File: src/rtl/dataflow_rr_scheduler.sv
// Round-robin scheduler sharing one 8-bit DP_LAT-cycle datapath among NREQ requesters; tags results with requester id.
// Latency: DP_LAT+1 cycles from handshake to rsp_valid; one operand per cycle.
// Backpressure: only req_ready (combinational grant); responses cannot stall. Optional counter: DFSCHED_STATS_EN.
module dataflow_rr_scheduler #(
    parameter int NREQ   = 4,
    parameter int IDW    = $clog2(NREQ),
    parameter int DP_LAT = 2
) (
    input  logic                 clk,
    input  logic                 rst,
    input  logic [NREQ-1:0]      req_valid,
    input  logic [8*NREQ-1:0]    req_data,
    output logic [NREQ-1:0]      req_ready,
    output logic [7:0]           dp_data_in,
    input  logic [7:0]           dp_data_out,
    output logic                 rsp_valid,
    output logic [IDW-1:0]       rsp_id,
    output logic [7:0]           rsp_data,
    input  logic                 drain_req,
    output logic                 drain_done,
    output logic                 busy,
    output logic [15:0]          grant_cnt
);

    typedef enum logic [1:0] {S_RUN = 2'd0, S_DRAIN = 2'd1, S_DRAINED = 2'd2} state_t;

    state_t         r_state;
    state_t         w_state_nxt;
    logic           w_gate;
    logic           w_hit;
    logic           w_hs;
    logic [IDW-1:0] w_gidx;
    logic [IDW-1:0] r_ptr;
    logic [DP_LAT-1:0] r_tag_vld;
    logic [IDW-1:0] r_tag_id [DP_LAT];
    logic           r_rsp_valid;
    logic [IDW-1:0] r_rsp_id;
    logic [7:0]     r_rsp_data;

    // Find the first valid requester at or after the pointer, wrapping around
    always_comb begin : p_search
        int idx;
        idx    = 0;
        w_hit  = 1'b0;
        w_gidx = '0;
        for (int k = 0; k < NREQ; k++) begin
            idx = int'(r_ptr) + k;
            if (idx >= NREQ) idx = idx - NREQ;
            if (!w_hit && req_valid[IDW'(idx)]) begin
                w_hit  = 1'b1;
                w_gidx = IDW'(idx);
            end
        end
    end

    assign w_hs = w_gate && w_hit;

    // One-hot grant and operand mux; both read zero when nothing is granted
    always_comb begin
        req_ready  = '0;
        dp_data_in = 8'h00;
        for (int i = 0; i < NREQ; i++) begin
            if (w_hs && (w_gidx == IDW'(i))) begin
                req_ready[i] = 1'b1;
                dp_data_in   = req_data[8*i +: 8];
            end
        end
    end

    // Pointer moves past the granted requester only on a handshake
    always_ff @(posedge clk or posedge rst) begin
        if (rst) begin
            r_ptr <= '0;
        end else if (w_hs) begin
            r_ptr <= (w_gidx == IDW'(NREQ-1)) ? '0 : w_gidx + 1'b1;
        end
    end

    // Tag pipeline mirrors the datapath latency; bubbles travel as valid=0
    always_ff @(posedge clk or posedge rst) begin
        if (rst) begin
            r_tag_vld <= '0;
            for (int k = 0; k < DP_LAT; k++) r_tag_id[k] <= '0;
        end else begin
            r_tag_vld[0] <= w_hs;
            r_tag_id[0]  <= w_gidx;
            for (int k = 1; k < DP_LAT; k++) begin
                r_tag_vld[k] <= r_tag_vld[k-1];
                r_tag_id[k]  <= r_tag_id[k-1];
            end
        end
    end

    // Response register; id and data hold when the tag at the datapath output is a bubble
    always_ff @(posedge clk or posedge rst) begin
        if (rst) begin
            r_rsp_valid <= 1'b0;
            r_rsp_id    <= '0;
            r_rsp_data  <= 8'h00;
        end else begin
            r_rsp_valid <= r_tag_vld[DP_LAT-1];
            if (r_tag_vld[DP_LAT-1]) begin
                r_rsp_id   <= r_tag_id[DP_LAT-1];
                r_rsp_data <= dp_data_out;
            end
        end
    end

    assign rsp_valid = r_rsp_valid;
    assign rsp_id    = r_rsp_id;
    assign rsp_data  = r_rsp_data;
    assign busy      = (|r_tag_vld) | r_rsp_valid;

    // Drain FSM state register
    always_ff @(posedge clk or posedge rst) begin
        if (rst) r_state <= S_RUN;
        else     r_state <= w_state_nxt;
    end

    // Drain FSM next state; a started drain always completes before returning to RUN
    always_comb begin
        w_state_nxt = r_state;
        case (r_state)
            S_RUN:     if (drain_req) w_state_nxt = S_DRAIN;
            S_DRAIN:   if (!busy)     w_state_nxt = S_DRAINED;
            S_DRAINED: if (!drain_req) w_state_nxt = S_RUN;
            default:   w_state_nxt = S_RUN;
        endcase
    end

    // Drain FSM outputs; grants stop in the very cycle drain_req rises and during reset
    always_comb begin
        w_gate     = (r_state == S_RUN) && !drain_req && !rst;
        drain_done = (r_state == S_DRAINED);
    end

`ifdef DFSCHED_STATS_EN
    logic [15:0] r_grant_cnt;

    // Saturating count of accepted operands
    always_ff @(posedge clk or posedge rst) begin
        if (rst) begin
            r_grant_cnt <= 16'h0000;
        end else if (w_hs && (r_grant_cnt != 16'hFFFF)) begin
            r_grant_cnt <= r_grant_cnt + 16'h0001;
        end
    end

    assign grant_cnt = r_grant_cnt;
`else
    assign grant_cnt = 16'h0000;
`endif

endmodule

File: config.mk
export PLATFORM = sky130hd
export DESIGN_NAME = dataflow_rr_scheduler
export DESIGN_NICKNAME = d
export VERILOG_FILES = /design/src/rtl/dataflow_rr_scheduler.sv
export SDC_FILE = /design/constraint.sdc
export NUM_CORES = 1
export LEC_CHECK = 0
export ABC_AREA = 1
export CAP_MARGIN = 20
export CORE_ASPECT_RATIO = 0.75
export CORE_MARGIN = 10
export CORE_UTILIZATION = 30
export CTS_BUF_LIST = sky130_fd_sc_hd__clkbuf_2
export DETAILED_ROUTE_END_ITERATION = 10
export PLACE_DENSITY_LB_ADDON = 0.3
export REMOVE_ABC_BUFFERS = 1
export SLEW_MARGIN = 20
export SYNTH_ARGS = -nofsm -noshare
export SYNTH_HDL_FRONTEND = slang
export SYNTH_SLANG_ARGS = --single-unit
File: constraint.sdc
create_clock -name clk -period 3.2 [get_ports clk]
set_input_delay 0.64 -clock clk [delete_from_list [all_inputs] [get_ports clk]]
set_output_delay 0.64 -clock clk [all_outputs]
set_load 0.02 [all_outputs]
==> flow_metrics.tcl <==
set metrics [dict create \
    synth_warnings 0 \
    final_cells 412 \
    violations "negative setup slack" \
    yosysSeqAreaShare_pct 30.1 \
    n_antenna_cell 0 \
    clock_skew_ns 0.0214 \
    drcViolationCount 0 \
    synth_cell_types 29 \
    wire_per_inst_um 13.7 \
    fin_ws_ns -0.142 \
    r2r-end "r_ptr[0]" \
    synth_edf_count 0 \
    final.min_clock_period_ns 3.34 \
    drv_slew 0 \
    whs_path_depth 0 \
    arrival_ns 2.70 \
    drv_cap 0 \
    cts_sinks 21 \
    synthFlopType "dfrtp_1" \
    fp.dieW_um 108 \
    die_area_um2 9300 \
    hold_viol 0 \
    yosys-top-cells-count "54 x nand2_1, 33 x inv_1, 26 x nand4_1" \
    grt_pass1_vias 1811 \
    firstDrtPassIters 4 \
    grt-ovfl-total 0 \
    status "complete, but fails checks" \
    r2r_slack_ns 0.99 \
    relSlewSlack_pct 50.1 \
    whs_ns 0.383 \
    cts_buffers 3 \
    start_kind "flop" \
    clk_pin_slew_ns 0.21 \
    leakage_nw 1.49 \
    cts_tree "done" \
    insertion_delay_ns 0.33 \
    place_inst 397 \
    ys_async_sr_fraction_pct 100 \
    yosysTopAreaCell "dfrtp_1" \
    cp_cell_sequence "clkinv_4 > nand2_4 > nand2_4 > nand2_2 > and2_4 > nand3b_1 > buf_6 > o21ai_4 > inv_2 > buf_6 > ha_4 > nand3_4 > nand2_2 > inv_2 > nand2_1 > nand2_1 > buf_6" \
    p_per_area_nw_per_um2 1120 \
    crit_required_ns 2.56 \
    antenna_found_initial 0 \
    num_rows 23 \
    dpl.hpwl_mm 4.32 \
    period_share_pct 104 \
    worst_slew_pin_slew_ns 0.747 \
    die_h_um 86.1 \
    grt_pass1_wl_mm 8.81 \
    cts_root_buf "clkbuf_2" \
    postCtsHoldBufs 0 \
    cp_max_fo 7 \
    syn_avg_cell_area_um2 7.52 \
    grt_max_degree 22 \
    drtIter0Drc 65 \
    ant_nets 0 \
    cts_buffer_depth 2 \
    min_from "r_tag_id[2]" \
    ir_drop_v 0.000530 \
    syn-instance-count 232 \
    yosys.cell_count.top_type "nand2_1" \
    hold_class "reg2reg" \
    end_kind "primary output" \
    syn_area_um2 1750 \
    fin_nets 389 \
    min_to "r_tag_id[0]" \
    power_mw 3.43 \
    grt_util_all_layers_pct 11.2 \
    fillers 527 \
    fp.coreArea_um2 5500 \
    rr_startpoint "r_ptr[0]" \
    via_count 1852 \
    cp_slowest_stage_delay_ns 0.52 \
    synth_area_leaders "dfrtp_1 30%, nand2_1 12%, nand4_1 9.3%" \
    fmax_mhz 299 \
    r2r_cells 14 \
    critPathSlowestCell "dfrtp_2" \
    yosysTopAreaCellShare_pct 30.1 \
    gp_congestion 0.850 \
    setup_viol 10 \
    wirelength_mm 5.63 \
    ys_seq_elements 21 \
    syn2layout_area_growth_pct 76.3 \
    cts-htree-levels 1 \
    io_buffers 71 \
    rsz0062_at_grt "yes" \
    vias_per_cell 4.50 \
    criticalPathCategory "reg2out" \
    drive_gt1_share_pct 40.7 \
    cp_common_cell "buf_6" \
    initial_core_util_pct 31.8 \
    ios 88 \
]
critical path, delay by kind of cell, from the launching register on:
kind / cells / cell delay (ns)
compound gates: 1 / 0.19
simple gates: 9 / 0.86
fa+ha+maj: 1 / 0.17
flops: 1 / 0.52
buf+inv: 6 / 0.64
sequential cells by signal, indices dropped and copies added, names as in the netlist:
| name | cells |
|---|---|
| rsp_data | 8 |
| r_tag_id | 4 |
| r_ptr | 2 |
| r_tag_vld | 2 |
| rsp_id | 2 |
| rsp_valid | 1 |
| r_state | 2 |
how the worst max path moves through the flow:
| stage | from | endpoint | slack (ns) | cells past startpoint |
|---|---|---|---|---|
| after floorplan | req_valid[3] | dp_data_in[1] | 0.27 | 14 |
| after global placement | req_valid[0] | dp_data_in[0] | -0.77 | 15 |
| after detailed placement | req_valid[2] | dp_data_in[0] | -0.79 | 15 |
| after CTS | r_ptr[0] | dp_data_in[4] | -0.08 | 16 |
| after global routing | r_ptr[0] | dp_data_in[4] | -0.38 | 17 |
| final | r_ptr[0] | dp_data_in[4] | -0.14 | 17 |
cell type report:
type	instances	area (um^2)	area share, %
Inverter	41	166	5.41
Clock buffer	3	15.0	0.488
Tap cell	75	93.8	3.05
Clock inverter	1	7.51	0.244
Sequential cell	21	528	17.2
Timing Repair Buffer	110	1120	36.4
Multi-Input combinational cell	161	1150	37.3
cell families (layout without fill, tap and decap cells):
| kind of cell | after synthesis | in the layout | synth area share (%) |
|---|---|---|---|
| buffers and inverters | 67 | 155 | 20.4 |
| adder cells (fa/ha/maj) | 4 | 4 | 2.87 |
| AO/OA/AOI/OAI | 7 | 7 | 2.44 |
| other | 1 | 16 | 0.215 |
| multiplexers | 10 | 10 | 6.45 |
| flip-flops | 21 | 21 | 30.1 |
| AND/OR/NAND/NOR | 122 | 124 | 37.6 |
power breakdown:
part           leakage, nW  switching (mW)  internal [mW]
Clock               0.0126          0.0825         0.0291
Combinational         1.22            1.39           1.45
Sequential           0.255          0.0886          0.390
Total                 1.49            1.56           1.87
per-layer routing:
layer,track usage (%),up-vias,wire [um]
li1,-,932,-
met1,14.3,863,2570
met2,18.7,53,2690
met3,3.06,4,339
met4,1.57,0,21
met5,0,-,0
cells in the final DEF (no fill, tap or decap), drive strengths merged, types with 3 or more instances in the layout:
cell type      instances
inv                   40
nand3                 18
nor2                  13
buf                   49
dfrtp                 21
conb                  16
nand2                 63
clkdlybuf4s50         55
dlygate4sd2            4
o21ai                  3
mux2                  10
clkbuf                 5
ha                     4
nand4                 26
stage by stage:
step | cell area [um^2] | setup WS, ns | util (%) | setup TNS [ns]
after floorplan | 1610 | 0.268 | - | 0
after global placement | 2660 | -0.770 | 48.4 | -8.18
after detailed placement | 2660 | -0.794 | 48.4 | -8.53
after CTS | 2820 | -0.0832 | 51.3 | -0.571
after global routing | 3080 | -0.377 | 56.0 | -3.49
final | 3080 | -0.142 | 56.0 | -1.03
timing repair:
action                     4_1_cts  5_1_grt
buffers inserted                 2        4
pin swaps                       15       38
resized for setup               95       56
setup endpoints to repair       12       12
gates cloned                     1        4
Power figures use the tool's default switching activity.
